==> src/rtl/line_pkg.sv <==
// Shared types and widths for the line endpoint animator and its per-axis bouncers.
package line_pkg;

    localparam int unsigned COORD_W = 12;
    localparam int unsigned VEL_W   = COORD_W + 1;

    typedef enum logic [1:0] {
        IDLE   = 2'd0,
        CALC   = 2'd1,
        COMMIT = 2'd2
    } anim_state_t;

    typedef logic        [COORD_W-1:0] coord_t;
    typedef logic signed [VEL_W-1:0]   vel_t;

endpackage

==> src/rtl/axis_bouncer.sv <==
// One bouncing coordinate: position + signed velocity, reflect at 0/MAX, load with clamp.
module axis_bouncer
    import line_pkg::*;
#(
    parameter int unsigned MAX  = 639,
    parameter int unsigned STEP = 3,
    parameter int unsigned INIT = 2
) (
    input  logic   vga_clk,
    input  logic   rst_n,
    input  logic   commit,
    input  logic   use_load,
    input  logic   move,
    input  coord_t ld_val,
    output coord_t pos,
    output logic   changed_c
);

    localparam vel_t   MAX_V   = vel_t'(MAX);
    localparam vel_t   TWO_MAX = vel_t'(2 * MAX);
    localparam vel_t   STEP_V  = vel_t'(STEP);
    localparam coord_t MAX_C   = coord_t'(MAX);
    localparam coord_t INIT_C  = coord_t'(INIT);

    vel_t   vel;
    vel_t   vel_nxt_c;
    vel_t   sum_c;
    coord_t pos_nxt_c;

    // Shadow position/velocity for the next commit; load wins over motion.
    always_comb begin
        pos_nxt_c = pos;
        vel_nxt_c = vel;
        sum_c     = $signed({1'b0, pos}) + vel;
        if (use_load) begin
            pos_nxt_c = (ld_val > MAX_C) ? MAX_C : ld_val;
        end else if (move) begin
            if (sum_c > MAX_V) begin
                pos_nxt_c = coord_t'(TWO_MAX - sum_c);
                vel_nxt_c = -vel;
            end else if (sum_c[VEL_W-1]) begin
                pos_nxt_c = coord_t'(-sum_c);
                vel_nxt_c = -vel;
            end else begin
                pos_nxt_c = coord_t'(sum_c);
            end
        end
    end

    assign changed_c = (pos_nxt_c != pos);

    always_ff @(posedge vga_clk or negedge rst_n) begin
        if (!rst_n) begin
            pos <= INIT_C;
            vel <= STEP_V;
        end else if (commit) begin
            pos <= pos_nxt_c;
            vel <= vel_nxt_c;
        end
    end

endmodule

==> src/rtl/line_endpoint_animator.sv <==
// Animates the four line endpoints once per FRAME_DIV frames, synchronised to the Vsync leading edge,
// with a valid/ready port that overrides the endpoints at the next update.
module line_endpoint_animator
    import line_pkg::*;
#(
    parameter int unsigned H_MAX     = 639,
    parameter int unsigned V_MAX     = 479,
    parameter int unsigned FRAME_DIV = 2,
    parameter int unsigned STEP_X0   = 3,
    parameter int unsigned STEP_Y0   = 2,
    parameter int unsigned STEP_X1   = 1,
    parameter int unsigned STEP_Y1   = 4,
    parameter int unsigned INIT_X0   = 2,
    parameter int unsigned INIT_Y0   = 7,
    parameter int unsigned INIT_X1   = 9,
    parameter int unsigned INIT_Y1   = 2,
    parameter logic        VSYNC_POL = 1'b0
) (
    input  logic               vga_clk,
    input  logic               rst_n,
    input  logic               Vsync,
    input  logic               enable,
    input  logic               ld_valid,
    output logic               ld_ready,
    input  logic [COORD_W-1:0] ld_x0,
    input  logic [COORD_W-1:0] ld_y0,
    input  logic [COORD_W-1:0] ld_x1,
    input  logic [COORD_W-1:0] ld_y1,
    output logic [COORD_W-1:0] nx0,
    output logic [COORD_W-1:0] ny0,
    output logic [COORD_W-1:0] nx1,
    output logic [COORD_W-1:0] ny1,
    output logic               upd_pulse
);

    localparam int unsigned CNT_W = (FRAME_DIV > 1) ? $clog2(FRAME_DIV) : 1;

    anim_state_t      state;
    anim_state_t      state_nxt;
    logic             vs_q;
    logic             edge_c;
    logic             due_c;
    logic             due_q;
    logic [CNT_W-1:0] frame_cnt;
    logic             commit_c;
    logic             move_c;
    logic             ld_xfer_c;
    logic             ld_pend;
    coord_t           pend_x0, pend_y0, pend_x1, pend_y1;
    logic [3:0]       chg_c;

    assign edge_c    = (Vsync == VSYNC_POL) && (vs_q != VSYNC_POL);
    assign due_c     = edge_c && (frame_cnt == CNT_W'(FRAME_DIV - 1));
    assign ld_xfer_c = ld_valid && ld_ready;
    assign move_c    = due_q && enable;

    // Vsync edge detect and frame divider; the counter advances on every edge, even mid-update.
    always_ff @(posedge vga_clk or negedge rst_n) begin
        if (!rst_n) begin
            vs_q      <= ~VSYNC_POL;
            frame_cnt <= '0;
        end else begin
            vs_q <= Vsync;
            if (edge_c) begin
                frame_cnt <= due_c ? '0 : frame_cnt + CNT_W'(1);
            end
        end
    end

    always_ff @(posedge vga_clk or negedge rst_n) begin
        if (!rst_n) begin
            state <= IDLE;
        end else begin
            state <= state_nxt;
        end
    end

    // Endpoints commit on the CALC->COMMIT edge so they are visible while in COMMIT.
    always_comb begin
        state_nxt = state;
        commit_c  = 1'b0;
        case (state)
            IDLE: begin
                if (edge_c) begin
                    state_nxt = CALC;
                end
            end
            CALC: begin
                commit_c  = 1'b1;
                state_nxt = COMMIT;
            end
            COMMIT: begin
                state_nxt = IDLE;
            end
            default: begin
                state_nxt = IDLE;
            end
        endcase
    end

    // Load handshake, due latch and update strobe.
    always_ff @(posedge vga_clk or negedge rst_n) begin
        if (!rst_n) begin
            ld_ready  <= 1'b1;
            ld_pend   <= 1'b0;
            pend_x0   <= '0;
            pend_y0   <= '0;
            pend_x1   <= '0;
            pend_y1   <= '0;
            due_q     <= 1'b0;
            upd_pulse <= 1'b0;
        end else begin
            upd_pulse <= commit_c && (|chg_c);
            if ((state == IDLE) && edge_c) begin
                due_q <= due_c;
            end
            if (ld_xfer_c) begin
                ld_pend <= 1'b1;
                pend_x0 <= ld_x0;
                pend_y0 <= ld_y0;
                pend_x1 <= ld_x1;
                pend_y1 <= ld_y1;
            end else if (state == COMMIT) begin
                ld_pend <= 1'b0;
            end
            if (((state == IDLE) && edge_c) || ld_xfer_c) begin
                ld_ready <= 1'b0;
            end else if (state == COMMIT) begin
                ld_ready <= 1'b1;
            end
        end
    end

    axis_bouncer #(.MAX(H_MAX), .STEP(STEP_X0), .INIT(INIT_X0)) u_x0 (
        .vga_clk(vga_clk), .rst_n(rst_n), .commit(commit_c), .use_load(ld_pend),
        .move(move_c), .ld_val(pend_x0), .pos(nx0), .changed_c(chg_c[0])
    );

    axis_bouncer #(.MAX(V_MAX), .STEP(STEP_Y0), .INIT(INIT_Y0)) u_y0 (
        .vga_clk(vga_clk), .rst_n(rst_n), .commit(commit_c), .use_load(ld_pend),
        .move(move_c), .ld_val(pend_y0), .pos(ny0), .changed_c(chg_c[1])
    );

    axis_bouncer #(.MAX(H_MAX), .STEP(STEP_X1), .INIT(INIT_X1)) u_x1 (
        .vga_clk(vga_clk), .rst_n(rst_n), .commit(commit_c), .use_load(ld_pend),
        .move(move_c), .ld_val(pend_x1), .pos(nx1), .changed_c(chg_c[2])
    );

    axis_bouncer #(.MAX(V_MAX), .STEP(STEP_Y1), .INIT(INIT_Y1)) u_y1 (
        .vga_clk(vga_clk), .rst_n(rst_n), .commit(commit_c), .use_load(ld_pend),
        .move(move_c), .ld_val(pend_y1), .pos(ny1), .changed_c(chg_c[3])
    );

endmodule

==> config.mk <==
export PLATFORM = sky130hd
export DESIGN_NAME = line_endpoint_animator
export DESIGN_NICKNAME = d
export VERILOG_FILES = /design/src/rtl/line_pkg.sv /design/src/rtl/axis_bouncer.sv /design/src/rtl/line_endpoint_animator.sv
export SDC_FILE = /design/constraint.sdc
export NUM_CORES = 1
export LEC_CHECK = 0
export BUFFER_PORTS_ARGS = -buffer_cell sky130_fd_sc_hd__buf_4
export CAP_MARGIN = 5
export CORE_MARGIN = 2
export CORE_UTILIZATION = 61
export CTS_BUF_LIST = sky130_fd_sc_hd__clkbuf_16
export CTS_CLUSTER_DIAMETER = 120
export DETAILED_ROUTE_END_ITERATION = 10
export GPL_ROUTABILITY_DRIVEN = 0
export PLACE_DENSITY = 0.91
export SLEW_MARGIN = 15
export SYNTH_ARGS = -nofsm -noshare
export SYNTH_HDL_FRONTEND = slang
export SYNTH_SLANG_ARGS = --single-unit
==> constraint.sdc <==
create_clock -name vga_clk -period 3.9 [get_ports vga_clk]
set_input_delay 0.39 -clock vga_clk [delete_from_list [all_inputs] [get_ports vga_clk]]
set_output_delay 0.39 -clock vga_clk [all_outputs]
set_load 0.05 [all_outputs]
==> flow_summary.yaml <==
hold_path:
  hp-class: "input pin to async pin"
detailed_routing:
  drt_iter0_markers: 1832
  dr.pass1.iters: 8
  wirelength_um: 36180
  drcViolationCount: 0
  vias: 11224
  vias_per_cell: 7.015
  drt.antenna.violating_nets: 0
  post_drt_wl_per_cell_um: 22.61
place:
  post-place-ws_ns: 0.04819
  dp_hpwl_um: 24270
  io_buffers: 102
layout:
  drive_above_1_share: 0.2465
  fillers: 1114
  syn_to_final_growth_pct: 20.78
  num_antenna_cells: 0
  fin_nets: 1470
setup_path:
  reg2reg_setup_slack_ns: -0.01
  endpoint_kind: "flip-flop"
  crit_type: "flip-flop to flip-flop"
  timing.rr.end: "upd_pulse$_DFF_PN0_"
  reg2reg_from: "u_x0.pos[1]$_DFFE_PN1P_"
  start_kind: "flip-flop"
  reg2reg_depth: 12
  crit_fanout: 6
  cp-startpoint: "u_x0.pos[1]$_DFFE_PN1P_"
  crit_required_ns: 4.21
  arrival_ns: 4.22
logic_synthesis:
  synthTopCellsByArea: "dfrtp_1 32%, ha_1 6.4%, xnor2_1 5.7%"
  ys.flop_type: "dfrtp_1"
  synth-edff-count: 0
  ys_seq_elements: 150
  synth.distinct_cells: 87
  synth.top_cell.area_share: 0.3157
  yosysTopAreaCell: "dfrtp_1"
  async_reset_ff_frac: 1.000
  syn_avg_cell_area_um2: 9.135
  synth_common_cells: "139 x dfrtp_1, 130 x nor2_1, 74 x nand2_1"
  synth_warnings: 0
  synthesis.nets: 1318
  syn_inst: 1206
  synth_most_common_cell: "dfrtp_1"
  yosysSeqAreaShare: 0.3420
  syn_area_um2: 11020
run_status:
  failed_checks: "setup timing"
  outcome: "complete, but fails checks"
global_routing:
  grtUsageTotal: 0.3528
  antenna_found_initial: 0
  grt_pass1_vias: 10571
  grt_pass1_wl_um: 54860
  grt-ovfl-total: 0
  grt_max_degree: 77
timing:
  finalCritPeriodShare: 1.003
  drv_slew: 0
  worstMarginPinSlew_ns: 1.106
  setup_violations: 1
  finalHoldViolCount: 0
  clock_skew_ns: 0.01132
  period_needed_ns: 3.911
  relSlewSlack: 0.2598
  setup_slack_ns: -0.01108
  max_freq_ghz: 0.2557
die:
  die_y_um: 138.4
  die_w_um: 138.4
  boundaryPins: 103
  die-area_um2: 19150
  core_area_um2: 17840
  start_util: 0.6175
  placementRows: 49
clock_network:
  tritoncts: "built"
  path_clk_slew_ns: 0.06
  htreeDepth: 4
  root_buffer: "clkbuf_16"
  cts_buffers: 17
  cts_max_path_buffers: 2
  clk_latency_ns: 0.44
  cts_sinks: 150
run:
  cap_violations: 0
stage by stage:
stage               hold WS (ns)  cells    util  setup TNS (ns)  area, um^2
floorplan                0.09441   1206       -               0       11020
global placement          0.3822   1554  0.6943               0       12390
detailed placement        0.3880   1554  0.6943               0       12390
CTS                      0.02905   1586  0.7265               0       12960
global route             0.06609   1600  0.7458         -0.1753       13310
finish                  0.003062   1600  0.7458        -0.01108       13310
cells by family after synthesis:
kind of cell,count (synthesis),synth area share
mux,55,0.05565
fa+ha+maj,59,0.06905
flops,150,0.3420
simple gates,354,0.1531
compound gates,370,0.2444
xor+xnor,127,0.1037
buf+inv,91,0.03214
flip-flops by register name, summed over array words and instances, names as in the netlist, 12 cells and up:
name / count
pend_x0: 12
pend_x1: 12
pend_y0: 12
pend_y1: 12
u_x0.pos: 12
u_x0.vel: 12
u_x1.pos: 12
u_x1.vel: 12
u_y0.pos: 12
u_y1.pos: 12
layout by cell type, fill, tap and decap left out, drive strengths merged, types with 16 or more instances in the layout:
master / count
buf: 182
dfrtp: 139
nor2: 130
nand2: 75
xnor2: 72
a21oi: 67
o21ai: 61
ha: 56
xor2: 55
mux2: 50
o22ai: 49
inv: 47
a221oi: 29
nor3: 25
nand3: 23
a211oi: 21
clkbuf: 17
and3: 16
critical path, cell delays in order, from the launching register on:
cell,delay (ns)
dfstp_2,0.62
ha_1,0.33
a211oi_4,0.36
o31ai_4,0.14
o21ai_0,0.23
and2_1,0.22
xor2_1,0.35
o21ai_0,0.25
o32ai_1,0.37
a211oi_1,0.17
xnor2_1,0.27
nand4_1,0.13
o31a_1,0.34
repair_timing:
action | 4_1_cts | 5_1_grt
endpoints found under the setup margin | 1 | 9
pin swaps | 0 | 9
gates resized for setup | 1 | 39
setup buffers | 0 | 14
hold buffers | 0 | 0
area by class of cell:
class                      count  area (um^2)  area share
multi-input combinational    965         7146      0.5370
tap                          229        286.5     0.02153
inverter                      42        157.7     0.01185
timing repair buffer         182         1383      0.1039
clock buffer                  17        425.4     0.03197
clock inverter                15        141.4     0.01063
sequential                   150         3767      0.2831
per-layer routing:
layer  vias up  routed length [um]  GRT usage
met5         -                   0          0
met4         0                2837     0.2014
met3       268                4131    0.08244
met2       939               16140     0.5542
met1      5217               13070     0.4501
li1       4800                   -          -
worst max-delay path by stage:
stage	endpoint	cells past startpoint
3_3_place_gp	upd_pulse$_DFF_PN0_	12
2_1_floorplan	upd_pulse$_DFF_PN0_	12
5_1_grt	upd_pulse$_DFF_PN0_	13
6_report	upd_pulse$_DFF_PN0_	12
3_5_place_dp	upd_pulse$_DFF_PN0_	12
4_1_cts	upd_pulse$_DFF_PN0_	12
Power is left out: the tool's default activity adds up to more than one toggle a clock period on the data nets, which glitch-free logic cannot reach.
